`src/rtl/apb_multi_master_pkg.sv`:
```
// apb_pkg: types shared by the APB requester.
//   apb_state_e : requester FSM states
//   apb_cmd_t   : command captured at the cmd handshake
// The struct is sized for the widest supported build (32-bit address and data);
// narrower instances zero-extend into it and slice back out.
package apb_pkg;

  localparam int ADDR_W_MAX = 32;
  localparam int DATA_W_MAX = 32;
  localparam int STRB_W     = DATA_W_MAX / 8;

  typedef enum logic [1:0] {
    IDLE,
    SETUP,
    ACCESS,
    RESP
  } apb_state_e;

  typedef struct packed {
    logic [ADDR_W_MAX-1:0] addr;
    logic                  write;
    logic [DATA_W_MAX-1:0] wdata;
    logic [STRB_W-1:0]     strb;
  } apb_cmd_t;

endpackage

```
`src/rtl/apb_multi_master_if.sv`:
```
// apb_multi_master_if: command/response stream plus APB4 fabric signals.
//   master modport : requester side (accepts commands, drives APB, returns responses)
//   slave  modport : front end and slave fabric side
interface apb_multi_master_if #(
  parameter int ADDR_W     = 32,
  parameter int DATA_W     = 32,
  parameter int NUM_SLAVES = 4
) ();

  logic                         cmd_valid;
  logic                         cmd_ready;
  logic [ADDR_W-1:0]            cmd_addr;
  logic                         cmd_write;
  logic [DATA_W-1:0]            cmd_wdata;
  logic [DATA_W/8-1:0]          cmd_strb;

  logic                         rsp_valid;
  logic                         rsp_ready;
  logic [DATA_W-1:0]            rsp_rdata;
  logic                         rsp_err;

  logic [ADDR_W-1:0]            PADDR;
  logic [NUM_SLAVES-1:0]        PSEL;
  logic                         PENABLE;
  logic                         PWRITE;
  logic [DATA_W-1:0]            PWDATA;
  logic [DATA_W/8-1:0]          PSTRB;
  logic [NUM_SLAVES*DATA_W-1:0] PRDATA;
  logic [NUM_SLAVES-1:0]        PREADY;
  logic [NUM_SLAVES-1:0]        PSLVERR;

  modport master (
    input  cmd_valid, cmd_addr, cmd_write, cmd_wdata, cmd_strb, rsp_ready,
    input  PRDATA, PREADY, PSLVERR,
    output cmd_ready, rsp_valid, rsp_rdata, rsp_err,
    output PADDR, PSEL, PENABLE, PWRITE, PWDATA, PSTRB
  );

  modport slave (
    output cmd_valid, cmd_addr, cmd_write, cmd_wdata, cmd_strb, rsp_ready,
    output PRDATA, PREADY, PSLVERR,
    input  cmd_ready, rsp_valid, rsp_rdata, rsp_err,
    input  PADDR, PSEL, PENABLE, PWRITE, PWDATA, PSTRB
  );

endinterface

```
`src/rtl/apb_multi_master_timeout_ctr.sv`:
```
// apb_timeout_ctr: counts un-ready ACCESS cycles.
//   PCLK, PRESET : clock, synchronous active-high reset
//   clear        : force count to 0 (held during SETUP)
//   enable       : count one more wait cycle
//   expired      : count has reached TIMEOUT-1
module apb_timeout_ctr #(
  parameter int TIMEOUT = 16
) (
  input  logic PCLK,
  input  logic PRESET,
  input  logic clear,
  input  logic enable,
  output logic expired
);

  localparam int CW = $clog2(TIMEOUT + 1);

  logic [CW-1:0] count;

  assign expired = (count == CW'(TIMEOUT - 1));

  // Saturates at the terminal value; the FSM leaves ACCESS there anyway.
  always_ff @(posedge PCLK) begin
    if (PRESET || clear) begin
      count <= '0;
    end else if (enable && !expired) begin
      count <= count + 1'b1;
    end
  end

endmodule

```
`src/rtl/apb_multi_master.sv`:
```
// apb_multi_master: APB4 requester fed by a valid/ready command stream.
//   PCLK, PRESET : clock, synchronous active-high reset
//   bus (master) : cmd_* in, rsp_* out, APB4 outputs, per-slave PRDATA/PREADY/PSLVERR in
// Slave index is the address above the per-slave window; indices past
// NUM_SLAVES return a decode error without touching the fabric.
//
//   state  | meaning
//   IDLE   | cmd_ready high, waiting for a command
//   SETUP  | PSEL[idx] high, PENABLE low, one cycle
//   ACCESS | PSEL[idx] and PENABLE high until PREADY[idx] or timeout
//   RESP   | rsp_valid high, response held until rsp_ready
module apb_multi_master
  import apb_pkg::*;
#(
  parameter int ADDR_W     = 32,
  parameter int DATA_W     = 32,
  parameter int NUM_SLAVES = 4,
  parameter int SLV_ADDR_W = 12,
  parameter int TIMEOUT    = 16
) (
  input logic           PCLK,
  input logic           PRESET,
  apb_multi_master_if.master bus
);

  localparam int STRB_LW = DATA_W / 8;
  localparam int IDX_W   = ADDR_W - SLV_ADDR_W;
  localparam int SEL_W   = (NUM_SLAVES > 1) ? $clog2(NUM_SLAVES) : 1;

  apb_state_e          state_q, state_d;
  apb_cmd_t            cmd_q;
  logic [SEL_W-1:0]    sel_q;
  logic [DATA_W-1:0]   rdata_q;
  logic                err_q;
  logic [NUM_SLAVES-1:0] psel;
  logic                cmd_ready, rsp_valid, penable;
  logic                expired;

  logic [IDX_W-1:0]    cmd_idx;
  logic                decode_ok;
  logic                slv_ready, slv_err;
  logic [DATA_W-1:0]   slv_rdata;

  assign cmd_idx   = bus.cmd_addr[ADDR_W-1:SLV_ADDR_W];
  assign decode_ok = (cmd_idx < IDX_W'(NUM_SLAVES));

  // Only the addressed slave's handshake lines are looked at.
  assign slv_ready = bus.PREADY[sel_q];
  assign slv_err   = bus.PSLVERR[sel_q];
  assign slv_rdata = bus.PRDATA[sel_q*DATA_W +: DATA_W];

  apb_timeout_ctr #(.TIMEOUT(TIMEOUT)) u_timeout (
    .PCLK    (PCLK),
    .PRESET  (PRESET),
    .clear   (state_q == SETUP),
    .enable  ((state_q == ACCESS) && !slv_ready),
    .expired (expired)
  );

  always_ff @(posedge PCLK) begin
    if (PRESET) begin
      state_q <= IDLE;
    end else begin
      state_q <= state_d;
    end
  end

  always_comb begin
    state_d   = state_q;
    cmd_ready = 1'b0;
    rsp_valid = 1'b0;
    penable   = 1'b0;
    psel      = '0;
    unique case (state_q)
      IDLE: begin
        cmd_ready = 1'b1;
        if (bus.cmd_valid) begin
          state_d = decode_ok ? SETUP : RESP;
        end
      end
      SETUP: begin
        psel[sel_q] = 1'b1;
        state_d     = ACCESS;
      end
      ACCESS: begin
        psel[sel_q] = 1'b1;
        penable     = 1'b1;
        // PREADY wins over a timeout landing in the same cycle.
        if (slv_ready || expired) begin
          state_d = RESP;
        end
      end
      RESP: begin
        rsp_valid = 1'b1;
        if (bus.rsp_ready) begin
          state_d = IDLE;
        end
      end
      default: state_d = IDLE;
    endcase
  end

  always_ff @(posedge PCLK) begin
    if (PRESET) begin
      cmd_q   <= '0;
      sel_q   <= '0;
      rdata_q <= '0;
      err_q   <= 1'b0;
    end else begin
      unique case (state_q)
        IDLE: begin
          if (bus.cmd_valid) begin
            cmd_q.addr  <= ADDR_W_MAX'(bus.cmd_addr);
            cmd_q.write <= bus.cmd_write;
            cmd_q.wdata <= DATA_W_MAX'(bus.cmd_wdata);
            cmd_q.strb  <= bus.cmd_write ? STRB_W'(bus.cmd_strb) : '0;
            sel_q       <= SEL_W'(cmd_idx);
            rdata_q     <= '0;
            err_q       <= !decode_ok;
          end
        end
        ACCESS: begin
          if (slv_ready) begin
            rdata_q <= (!cmd_q.write && !slv_err) ? slv_rdata : '0;
            err_q   <= slv_err;
          end else if (expired) begin
            rdata_q <= '0;
            err_q   <= 1'b1;
          end
        end
        default: ;
      endcase
    end
  end

  assign bus.cmd_ready = cmd_ready;
  assign bus.rsp_valid = rsp_valid;
  assign bus.rsp_rdata = rdata_q;
  assign bus.rsp_err   = err_q;
  assign bus.PADDR     = cmd_q.addr[ADDR_W-1:0];
  assign bus.PSEL      = psel;
  assign bus.PENABLE   = penable;
  assign bus.PWRITE    = cmd_q.write;
  assign bus.PWDATA    = cmd_q.wdata[DATA_W-1:0];
  assign bus.PSTRB     = cmd_q.strb[STRB_LW-1:0];

endmodule

```
`src/flat_wrapper.sv`:
```
// flat-port wrapper written by rule: the top's interface ports become plain ports
module apb_multi_master_flat import apb_pkg::*;
#(
  parameter int ADDR_W     = 32,
  parameter int DATA_W     = 32,
  parameter int NUM_SLAVES = 4,
  parameter int SLV_ADDR_W = 12,
  parameter int TIMEOUT    = 16
)
  (PCLK, PRESET, bus_cmd_valid, bus_cmd_addr, bus_cmd_write, bus_cmd_wdata, bus_cmd_strb, bus_rsp_ready, bus_PRDATA, bus_PREADY, bus_PSLVERR, bus_cmd_ready, bus_rsp_valid, bus_rsp_rdata, bus_rsp_err, bus_PADDR, bus_PSEL, bus_PENABLE, bus_PWRITE, bus_PWDATA, bus_PSTRB);
  apb_multi_master_if #(.ADDR_W(ADDR_W), .DATA_W(DATA_W), .NUM_SLAVES(NUM_SLAVES)) bus_i ();
  input logic PCLK;
  input logic PRESET;
  input wire logic [$bits(bus_i.cmd_valid)-1:0] bus_cmd_valid;
  input wire logic [$bits(bus_i.cmd_addr)-1:0] bus_cmd_addr;
  input wire logic [$bits(bus_i.cmd_write)-1:0] bus_cmd_write;
  input wire logic [$bits(bus_i.cmd_wdata)-1:0] bus_cmd_wdata;
  input wire logic [$bits(bus_i.cmd_strb)-1:0] bus_cmd_strb;
  input wire logic [$bits(bus_i.rsp_ready)-1:0] bus_rsp_ready;
  input wire logic [$bits(bus_i.PRDATA)-1:0] bus_PRDATA;
  input wire logic [$bits(bus_i.PREADY)-1:0] bus_PREADY;
  input wire logic [$bits(bus_i.PSLVERR)-1:0] bus_PSLVERR;
  output wire logic [$bits(bus_i.cmd_ready)-1:0] bus_cmd_ready;
  output wire logic [$bits(bus_i.rsp_valid)-1:0] bus_rsp_valid;
  output wire logic [$bits(bus_i.rsp_rdata)-1:0] bus_rsp_rdata;
  output wire logic [$bits(bus_i.rsp_err)-1:0] bus_rsp_err;
  output wire logic [$bits(bus_i.PADDR)-1:0] bus_PADDR;
  output wire logic [$bits(bus_i.PSEL)-1:0] bus_PSEL;
  output wire logic [$bits(bus_i.PENABLE)-1:0] bus_PENABLE;
  output wire logic [$bits(bus_i.PWRITE)-1:0] bus_PWRITE;
  output wire logic [$bits(bus_i.PWDATA)-1:0] bus_PWDATA;
  output wire logic [$bits(bus_i.PSTRB)-1:0] bus_PSTRB;
  assign bus_i.cmd_valid = bus_cmd_valid;
  assign bus_i.cmd_addr = bus_cmd_addr;
  assign bus_i.cmd_write = bus_cmd_write;
  assign bus_i.cmd_wdata = bus_cmd_wdata;
  assign bus_i.cmd_strb = bus_cmd_strb;
  assign bus_i.rsp_ready = bus_rsp_ready;
  assign bus_i.PRDATA = bus_PRDATA;
  assign bus_i.PREADY = bus_PREADY;
  assign bus_i.PSLVERR = bus_PSLVERR;
  assign bus_cmd_ready = bus_i.cmd_ready;
  assign bus_rsp_valid = bus_i.rsp_valid;
  assign bus_rsp_rdata = bus_i.rsp_rdata;
  assign bus_rsp_err = bus_i.rsp_err;
  assign bus_PADDR = bus_i.PADDR;
  assign bus_PSEL = bus_i.PSEL;
  assign bus_PENABLE = bus_i.PENABLE;
  assign bus_PWRITE = bus_i.PWRITE;
  assign bus_PWDATA = bus_i.PWDATA;
  assign bus_PSTRB = bus_i.PSTRB;
  apb_multi_master #(.ADDR_W(ADDR_W), .DATA_W(DATA_W), .NUM_SLAVES(NUM_SLAVES), .SLV_ADDR_W(SLV_ADDR_W), .TIMEOUT(TIMEOUT)) u_core (.PCLK(PCLK), .PRESET(PRESET), .bus(bus_i));
endmodule
```
`config.mk`:
```
export PLATFORM = sky130hd
export DESIGN_NAME = apb_multi_master_flat
export DESIGN_NICKNAME = d
export VERILOG_FILES = /design/src/rtl/apb_multi_master_pkg.sv /design/src/rtl/apb_multi_master_if.sv /design/src/rtl/apb_multi_master_timeout_ctr.sv /design/src/rtl/apb_multi_master.sv /design/src/flat_wrapper.sv
export SDC_FILE = /design/constraint.sdc
export NUM_CORES = 1
export LEC_CHECK = 0
export CORE_MARGIN = 4
export CORE_UTILIZATION = 32
export CTS_BUF_LIST = sky130_fd_sc_hd__clkbuf_8 sky130_fd_sc_hd__clkbuf_16
export DETAILED_ROUTE_END_ITERATION = 6
export PLACE_DENSITY = 0.71
export SLEW_MARGIN = 30
export SYNTH_ARGS = -nofsm -noshare
export SYNTH_HDL_FRONTEND = slang
export SYNTH_SLANG_ARGS = --single-unit
```
`constraint.sdc`:
```
create_clock -name PCLK -period 5.9 [get_ports PCLK]
set_input_delay 1.475 -clock PCLK [delete_from_list [all_inputs] [get_ports PCLK]]
set_output_delay 1.475 -clock PCLK [all_outputs]
set_load 0.005 [all_outputs]
```
==> flow_metrics.tcl <==
set metrics [dict create \
    drt_wl_total_um 18420 \
    port_buffers 317 \
    p_per_area_nw_per_um2 277.1 \
    ir_drop_mv 0.1846 \
    track_usage 0.1960 \
    min_path_cells 2 \
    fill_cells 1459 \
    drc 0 \
    die_area_um2 17950 \
    die_y_um 134.0 \
    ctsHoldBuffers 0 \
    synth_nets 779 \
    ant_nets 0 \
    r2r-end "u_core.bus.rsp_err" \
    routedWlPerCell_um 17.25 \
    rsz0062_at_grt "false" \
    grt_pass1_vias 4976 \
    slowest_stage "clkdlybuf4s50_1" \
    postSynthAreaPerCell_um2 9.007 \
    drt_first_pass_iters 5 \
    synth.most_common_cell "nand2_1" \
    worst_slack_ps 2547 \
    hold_path_end "u_core.bus.PSTRB[1]" \
    worst-setup-path-type "register to output pin" \
    min_period_over_period 0.5684 \
    htreeDepth 3 \
    grt-ovfl-total 0 \
    cellLeakagePower_nw 2.958 \
    finalSetupViolCount 0 \
    yosys_warnings 0 \
    clk_pin_slew_ps 80 \
    io_pins 318 \
    mappedNetlistArea_um2 5080 \
    drv_slew 0 \
    ys_seq_area_frac 0.4296 \
    fp.dieW_um 134.0 \
    critical_path.cell_chain "inv_1 -> ha_1 -> nor3b_1 -> clkdlybuf4s50_1" \
    tightest_slew_ps 822.0 \
    async_flop_share 0 \
    yosys.cell_types.count 35 \
    gp_congestion 0.7781 \
    power_w 0.002394 \
    r2r-start "u_core.bus.PADDR[13]" \
    path_max_fanout 5 \
    place_ws_ps 2412 \
    clock.fmax_mhz 298.2 \
    drt_iter0_drc 271 \
    tns_ps 0 \
    yosysTopAreaCellShare 0.4296 \
    holdCritPathClass "register to register" \
    clock-sinks 109 \
    outcome "finished, final reports clean" \
    antenna_found_initial 0 \
    start_util 0.3305 \
    num_rows 45 \
    grt_pass1_wl_um 27660 \
    cp_data_required_time_ps 4430 \
    cpPeakStageDelay_ps 530 \
    startpoint_type "register" \
    post_cts_resized 0 \
    syn_inst 564 \
    grt_max_degree 83 \
    synth_edf_count 0 \
    fin_skew_ps 6.042 \
    coreArea_um2 15370 \
    r2r_cells 6 \
    area_growth_pct 70.07 \
    clockBufferDepth 2 \
    slew_headroom 0.4520 \
    post-cts-setup-buffers 0 \
    crit_path_end_kind "output pin" \
    tritoncts "done" \
    hpwl_um 13900 \
    antennaDiodeCount 0 \
    drive_gt1_frac 0.07235 \
    drv_cap 0 \
    ys_seq_elements 109 \
    synth_common_cells "nand2_1 (141), dfxtp_1 (109), a21oi_1 (73)" \
    root_buffer "clkbuf_16" \
    cts_buffers 9 \
    hold_viol 0 \
    yosys.area.top_type "dfxtp_1" \
    synthFlopType "dfxtp_1" \
    viasPerCell 4.771 \
    fin_crit_ps 3353 \
    worstHoldStart "u_core.bus.PSTRB[1]" \
    synth.area.top_cells "dfxtp_1 (43%), mux4_2 (14%), nand2_1 (10%)" \
    nets 1067 \
    crit_arrival_ps 1880 \
    num_vias 5095 \
    rrSetupSlack_ps 3150 \
    clk_latency_ps 350 \
]
worst max-delay path: cells and delay by family, from the launching register on:
kind                     cells  cell delay (ps)
AND/OR/NAND/NOR              1              190
flip-flops                   1              390
buffers and inverters        2              610
adder cells (fa/ha/maj)      1              340
layer usage:
metal / GRT usage / wire length [um]
met3: 0.07914 / 2042
met4: 0.05200 / 219
met1: 0.2212 / 7232
met2: 0.3436 / 8929
met5: 0 / 0
worst max-delay path by stage:
stage | start | endpoint | slack (ps) | cells after the start
6_report | u_core.state_q[0] | bus_PSEL[0] | 2550 | 4
3_3_place_gp | bus_PREADY[2] | u_core.bus.rsp_err | 2450 | 6
4_1_cts | u_core.state_q[0] | bus_PSEL[0] | 2520 | 4
5_1_grt | u_core.state_q[0] | bus_PSEL[0] | 2390 | 4
3_5_place_dp | bus_PREADY[2] | u_core.bus.rsp_err | 2410 | 6
2_1_floorplan | u_core.bus.PADDR[13] | bus_PSEL[2] | 3250 | 4
registers in the layout (all words and copies together), names as in the netlist:
signal	flops
u_core.bus.PADDR	32
u_core.bus.PSTRB	4
u_core.bus.PWDATA	32
u_core.bus.PWRITE	1
u_core.bus.rsp_err	1
u_core.bus.rsp_rdata	32
u_core.state_q	2
u_core.u_timeout.count	5
per-stage QoR:
step           utilization  hold slack, ps  area, um^2  cells
2_1_floorplan            -           447.9        5080    564
3_3_place_gp        0.5430           440.9        8347   1052
3_5_place_dp        0.5430           446.1        8347   1052
4_1_cts             0.5621           455.6        8640   1068
5_1_grt             0.5621           471.5        8640   1068
6_report            0.5621           451.8        8640   1068
kinds of logic after synthesis:
family / after synthesis / synth area share
AOI/OAI and AO/OA: 119 / 0.1466
DFF: 109 / 0.4296
adders and majority gates: 6 / 0.01478
and+or+nand+nor: 209 / 0.1857
buffers and inverters: 84 / 0.07192
muxes: 36 / 0.1498
xor gates and xnor gates: 1 / 0.001724
cells in the final DEF, fill, tap and decap left out, types with 4 or more instances in the layout:
master / Yosys / final
clkdlybuf4s50_1: 0 / 316
nand2_1: 141 / 140
dfxtp_1: 109 / 107
a21oi_1: 73 / 73
nand2b_1: 38 / 38
inv_1: 37 / 37
o32ai_1: 33 / 33
mux4_2: 32 / 32
clkbuf_16: 0 / 9
buf_4: 4 / 8
nand3_1: 7 / 7
ha_1: 6 / 6
nor2_1: 5 / 5
o21ai_0: 5 / 5
mux2i_1: 4 / 4
nor4_1: 4 / 4
cell type report:
cell class,instances,area [um^2],share of cell area
Timing Repair Buffer,324,3223,0.3731
Inverter,37,138.9,0.01608
Tap cell,211,264.0,0.03056
Sequential cell,109,2185,0.2529
Clock buffer,10,239.0,0.02766
Clock inverter,6,53.80,0.006227
Multi-Input combinational cell,371,2536,0.2936
power breakdown:
| part | leakage [nW] | internal, W | switching (W) |
|---|---|---|---|
| logic | 1.92 | 0.000479 | 0.000413 |
| clock network | 0.147 | 0.000307 | 0.000299 |
| registers | 0.889 | 0.000832 | 0.0000623 |
No activity file was read; power rests on OpenSTA's default activity.
